[config.mk]
export PLATFORM = sky130hd
export DESIGN_NAME = sram_bus_arbiter
export DESIGN_NICKNAME = d
export VERILOG_FILES = /design/src/rtl/sram_bus_arbiter.sv
export SDC_FILE = /design/constraint.sdc
export NUM_CORES = 1
export LEC_CHECK = 0
export CORE_MARGIN = 3
export CORE_UTILIZATION = 37
export DETAILED_ROUTE_END_ITERATION = 7
export PLACE_DENSITY = 0.87
export SLEW_MARGIN = 20
export SYNTH_ARGS = -nofsm -noshare
export SYNTH_HDL_FRONTEND = slang
export SYNTH_SLANG_ARGS = --single-unit
[constraint.sdc]
create_clock -name clk -period 1.7 [get_ports clk]
set_input_delay 0.51 -clock clk [delete_from_list [all_inputs] [get_ports clk]]
set_output_delay 0.51 -clock clk [all_outputs]
set_load 0.005 [all_outputs]
[src/rtl/sram_bus_arbiter.sv]
// sram_bus_arbiter: shares one single-port memory bus between the fetch and data ports
// Ports: clk, rst (async, active-low);
//   fetch side inst_req/inst_addr/inst_cancel in, inst_rdata/inst_done/inst_stall out;
//   data side data_req/data_wen/data_addr/data_wdata in, data_rdata/data_done/data_stall out;
//   bus side mem_req/mem_wr/mem_wen/mem_addr/mem_wdata out, mem_addr_ok/mem_data_ok/mem_rdata in.
module sram_bus_arbiter #(
  parameter int ADDR_W     = 32,
  parameter int DATA_W     = 32,
  parameter int STARVE_MAX = 4
) (
  input  logic              clk,
  input  logic              rst,
  input  logic              inst_req,
  input  logic [ADDR_W-1:0] inst_addr,
  input  logic              inst_cancel,
  output logic [DATA_W-1:0] inst_rdata,
  output logic              inst_done,
  output logic              inst_stall,
  input  logic              data_req,
  input  logic [3:0]        data_wen,
  input  logic [ADDR_W-1:0] data_addr,
  input  logic [DATA_W-1:0] data_wdata,
  output logic [DATA_W-1:0] data_rdata,
  output logic              data_done,
  output logic              data_stall,
  output logic              mem_req,
  output logic              mem_wr,
  output logic [3:0]        mem_wen,
  output logic [ADDR_W-1:0] mem_addr,
  output logic [DATA_W-1:0] mem_wdata,
  input  logic              mem_addr_ok,
  input  logic              mem_data_ok,
  input  logic [DATA_W-1:0] mem_rdata
);
  typedef enum logic [2:0] {IDLE, I_ADDR, I_DATA, D_ADDR, D_DATA} state_e;
  localparam int CW = $clog2(STARVE_MAX + 1);
  localparam logic [CW-1:0] SMAX = CW'(STARVE_MAX);
  state_e state_q, state_d;
  logic [CW-1:0] starve_q, starve_d;
  logic discard_q, discard_d;
  logic [ADDR_W-1:0] addr_q, addr_d;
  logic [3:0] wen_q, wen_d;
  logic [DATA_W-1:0] wdata_q, wdata_d;
  logic [DATA_W-1:0] inst_rdata_q, inst_rdata_d;
  logic [DATA_W-1:0] data_rdata_q, data_rdata_d;
  logic inst_done_q, inst_done_d;
  logic data_done_q, data_done_d;
  logic idle_free, grant_d, grant_i, i_busy, keep;
  // The done cycle is never a grant slot: a request still high then is the one just served.
  assign idle_free = state_q == IDLE && !inst_done_q && !data_done_q;
  assign grant_d   = idle_free && data_req && (!inst_req || starve_q < SMAX);
  assign grant_i   = idle_free && inst_req && !grant_d;
  assign i_busy    = state_q == I_ADDR || state_q == I_DATA;
  assign keep      = !(discard_q || inst_cancel);
  always_comb begin
    state_d      = state_q;
    addr_d       = addr_q;
    wen_d        = wen_q;
    wdata_d      = wdata_q;
    inst_rdata_d = inst_rdata_q;
    data_rdata_d = data_rdata_q;
    inst_done_d  = 1'b0;
    data_done_d  = 1'b0;
    unique case (state_q)
      IDLE: begin
        if (grant_d) begin
          state_d = D_ADDR;
          addr_d  = data_addr;
          wen_d   = data_wen;
          wdata_d = data_wdata;
        end else if (grant_i) begin
          state_d = I_ADDR;
          addr_d  = inst_addr;
          wen_d   = '0;
        end
      end
      I_ADDR: state_d = mem_addr_ok ? I_DATA : I_ADDR;
      D_ADDR: state_d = mem_addr_ok ? D_DATA : D_ADDR;
      I_DATA: begin
        if (mem_data_ok) begin
          state_d      = IDLE;
          inst_done_d  = keep;
          inst_rdata_d = keep ? mem_rdata : inst_rdata_q;
        end
      end
      D_DATA: begin
        if (mem_data_ok) begin
          state_d      = IDLE;
          data_done_d  = 1'b1;
          data_rdata_d = wen_q == '0 ? mem_rdata : data_rdata_q;
        end
      end
      default: state_d = IDLE;
    endcase
    // Cancelled fetches still finish on the bus; the flag only suppresses the result.
    discard_d = state_d != IDLE && (discard_q || (i_busy && inst_cancel));
    starve_d  = (grant_i || !inst_req) ? '0 :
                (grant_d && starve_q != SMAX) ? starve_q + 1'b1 : starve_q;
  end
  always_ff @(posedge clk or negedge rst) begin
    if (!rst) begin
      state_q      <= IDLE;
      starve_q     <= '0;
      discard_q    <= 1'b0;
      addr_q       <= '0;
      wen_q        <= '0;
      wdata_q      <= '0;
      inst_rdata_q <= '0;
      data_rdata_q <= '0;
      inst_done_q  <= 1'b0;
      data_done_q  <= 1'b0;
    end else begin
      state_q      <= state_d;
      starve_q     <= starve_d;
      discard_q    <= discard_d;
      addr_q       <= addr_d;
      wen_q        <= wen_d;
      wdata_q      <= wdata_d;
      inst_rdata_q <= inst_rdata_d;
      data_rdata_q <= data_rdata_d;
      inst_done_q  <= inst_done_d;
      data_done_q  <= data_done_d;
    end
  end
  assign mem_req    = state_q == I_ADDR || state_q == D_ADDR;
  assign mem_wr     = |wen_q;
  assign mem_wen    = wen_q;
  assign mem_addr   = addr_q;
  assign mem_wdata  = wdata_q;
  assign inst_rdata = inst_rdata_q;
  assign inst_done  = inst_done_q;
  assign inst_stall = inst_req & ~inst_done_q;
  assign data_rdata = data_rdata_q;
  assign data_done  = data_done_q;
  assign data_stall = data_req & ~data_done_q;
endmodule

==> impl_metrics.json <==
{
  "p_leak_nw": 4.948,
  "hold_path.class": "reg2reg",
  "critPathCaptureType": "primary output",
  "wl_per_cell_um": 17.26,
  "vias": 5037,
  "p_switching_mw": 5.206,
  "cp_num_buf_inv": 1,
  "grt_use_total_pct": 20.59,
  "slowest_delay_ps": 530,
  "drt_iter0_markers": 260,
  "min_period_ps": 1989,
  "drive_gt1_share_pct": 22.01,
  "setup-violations-final": 35,
  "placed_area_sq_mm": 0.009085,
  "die_height_um": 131.3,
  "ys_ff_latch": 141,
  "swShare_pct": 32.48,
  "syn_area_per_cell_sq_um": 11.43,
  "gr-total-overflow": 0,
  "synth-edff-count": 0,
  "setup_slack_ps": -288.9,
  "postLayoutCoreUtil_pct": 64.73,
  "crit_slowest_cell": "or4_4",
  "final_cell_mix": "nand2_1, dfrtp_1, clkdlybuf4s50_1, dlygate4sd2_1, buf_4",
  "grt_pass1_wl_um": 28260,
  "syn_inst": 508,
  "place_congestion": 0.7912,
  "portBuffers": 276,
  "slew_violations": 0,
  "core_sq_mm": 0.01526,
  "vdd_drop_max_uv": 968.8,
  "nNetsFinal": 982,
  "layout_commonest_cell": "nand2_1",
  "cts_sinks": 141,
  "finalCritPeriodShare_pct": 117.0,
  "die-area_sq_mm": 0.01723,
  "clk_pin_slew_ps": 60,
  "hold_viol": 0,
  "worst_slew_pin_slew_ps": 474.5,
  "numCtsBuffers": 17,
  "routed_via_density": 4.730,
  "outcome": "finished with violations",
  "p_seq_share_pct": 35.0,
  "placed_cells": 1005,
  "critPathTopFamily": "simple AND/OR/NAND/NOR gates",
  "violations": "negative setup slack",
  "crit_chain": "or4_4 -> buf_6",
  "antennaDiodeCount": 0,
  "cts-htree-levels": 4,
  "clock.fmax_mhz": 502.8,
  "seq_area_frac_synth_pct": 60.78,
  "synth.cell_area_sq_mm": 0.005806,
  "place_ws_ps": -570.3,
  "timing.slew.headroom_pct": 67.96,
  "drc": 0,
  "maxCapViolations": 0,
  "arrival_ps": 1480,
  "grt_pass1_vias": 5324,
  "cts_tree": "yes",
  "skew_ps": 11.85,
  "multiInputGateArea_sq_mm": 0.002140,
  "path_class": "reg2out",
  "rows": 45,
  "fin_area_sq_mm": 0.009877,
  "start_kind": "flip-flop",
  "cts_root_buf": "clkbuf_16",
  "p_clk_share_pct": 22.4,
  "async_flop_share_pct": 100.0,
  "fillers": 1171,
  "regArea_sq_mm": 0.003531,
  "place_hpwl_um": 12300,
  "clk_latency_ps": 410,
  "p_int_mw": 10.82,
  "die_x_um": 131.3,
  "wl_um": 18390,
  "tns_ps": -6408,
  "drtPass1Iterations": 4,
  "yosys_warnings": 0,
  "antenna_found_initial": 0,
  "start_util_pct": 38.05,
  "ant_nets": 0,
  "ys_types": 38,
  "path_max_fanout": 2,
  "rsz0062_at_grt": "yes",
  "synth_nets": 649,
  "stdcell_count": 1065,
  "ioPinCount": 277,
  "combPwrFrac_pct": 42.6,
  "grt_max_degree": 68,
  "p_per_area_mw_per_mm2": 1623,
  "ys.flop_type": "dfrtp_1",
  "clockBufferDepth": 2,
  "syn2layout_area_growth_pct": 70.13,
  "worstPathRequired_ps": 1190
}
==> per-stage QoR <==
| step | hold slack (ps) | total power, mW |
|---|---|---|
| 2_1_floorplan | 214.4 | 8.352 |
| 3_3_place_gp | 375.2 | 12.65 |
| 3_5_place_dp | 374.0 | 12.91 |
| 4_1_cts | 473.0 | 16.02 |
| 5_1_grt | 487.2 | 17.00 |
| 6_report | 468.4 | 16.03 |
==> cell families after synthesis <==
family                   Yosys count  synth area share, %
XOR/XNOR                           2               0.3018
buffers and inverters             33                3.642
flip-flops                       141                60.78
AND/OR/NAND/NOR                  220                15.26
multiplexers                      64                14.35
AO/OA/AOI/OAI                     46                5.237
adder cells (fa/ha/maj)            2               0.4310
==> cell usage after synthesis (2+ instances only) <==
| master | count | area, sq um |
|---|---|---|
| nor2b_1 | 3 | 18.77 |
| o21ai_0 | 2 | 10.01 |
| mux2_4 | 30 | 450.4 |
| buf_2 | 13 | 65.06 |
| nand2_1 | 167 | 626.9 |
| buf_4 | 4 | 30.03 |
| buf_12 | 3 | 60.06 |
| nor2_1 | 35 | 131.4 |
| clkbuf_1 | 8 | 30.03 |
| nor3_1 | 2 | 10.01 |
| a22o_1 | 3 | 26.28 |
| inv_1 | 4 | 15.01 |
| nand2b_1 | 2 | 12.51 |
| mux2_2 | 34 | 382.9 |
| dfrtp_1 | 141 | 3528 |
| ha_1 | 2 | 25.02 |
| a31oi_1 | 34 | 212.7 |
==> flip-flops by register name (all words and copies together) (netlist names) <==
signal,flops
starve_q,3
mem_addr,32
mem_wdata,32
data_done,1
mem_wen,4
state_q,3
inst_done,1
discard_q,1
data_rdata,32
inst_rdata,32
==> per-layer routing <==
metal  vias up  wire (um)  global-route usage, %
li1       2362          -                      -
met1      2440       7010                  22.30
met2       198       9597                  37.15
met3        37       1254                  6.547
met4         0        524                  8.518
met5         -          0                      0
==> layout make-up <==
| type | instances | share of cell area [%] |
|---|---|---|
| Timing Repair Buffer | 343 | 33.98 |
| Clock buffer | 19 | 4.484 |
| Sequential cell | 141 | 35.75 |
| Inverter | 4 | 0.1520 |
| Multi-Input combinational cell | 334 | 21.66 |
| Clock inverter | 13 | 1.305 |
| Tap cell | 211 | 2.673 |
==> final timing paths <==
| kind | from | to | slack [ps] | depth (start not counted) |
|---|---|---|---|---|
| worst max-delay path | mem_wen[0]$_DFFE_PN0P_ | mem_wr | -290 | 2 |
| worst min-delay path | mem_wdata[21]$_DFFE_PN0P_ | mem_wdata[21]$_DFFE_PN0P_ | 470 | 2 |
| worst max register to register | mem_wen[0]$_DFFE_PN0P_ | data_rdata[12]$_DFFE_PN0P_ | -220 | 5 |
| worst min register to register | mem_wdata[21]$_DFFE_PN0P_ | mem_wdata[21]$_DFFE_PN0P_ | 470 | 2 |
| max in group asynchronous | rst | data_done$_DFF_PN0_ | 570 | 3 |
| min in group asynchronous | rst | inst_rdata[8]$_DFFE_PN0P_ | 510 | 2 |
==> what timing repair did <==
| action | CTS | global route |
|---|---|---|
| resized for setup | 182 | 18 |
| buffers inserted | 20 | 6 |
| hold buffers | 1 | 0 |
| gates cloned | 2 | 3 |
| pin swaps | 1 | 3 |
| endpoints found under the hold margin | 20 | 0 |
| setup endpoints to repair | 239 | 136 |
==> tightest hold or removal path, stage by stage, from the launching register on <==
cell and delay, ps:
dfrtp_1 340, nand2_1 50, nand2_1 50
==> power groups by stage <==
stage / clock network (mW) / registers (mW) / logic [mW]
6_report: 3.59 / 5.62 / 6.82
5_1_grt: 3.82 / 5.79 / 7.39
4_1_cts: 3.67 / 5.59 / 6.76
3_5_place_dp: 0 / 5.69 / 7.22
3_3_place_gp: 0 / 5.62 / 7.03
2_1_floorplan: 0 / 5.75 / 2.60
No activity file was read; power rests on OpenSTA's default activity.
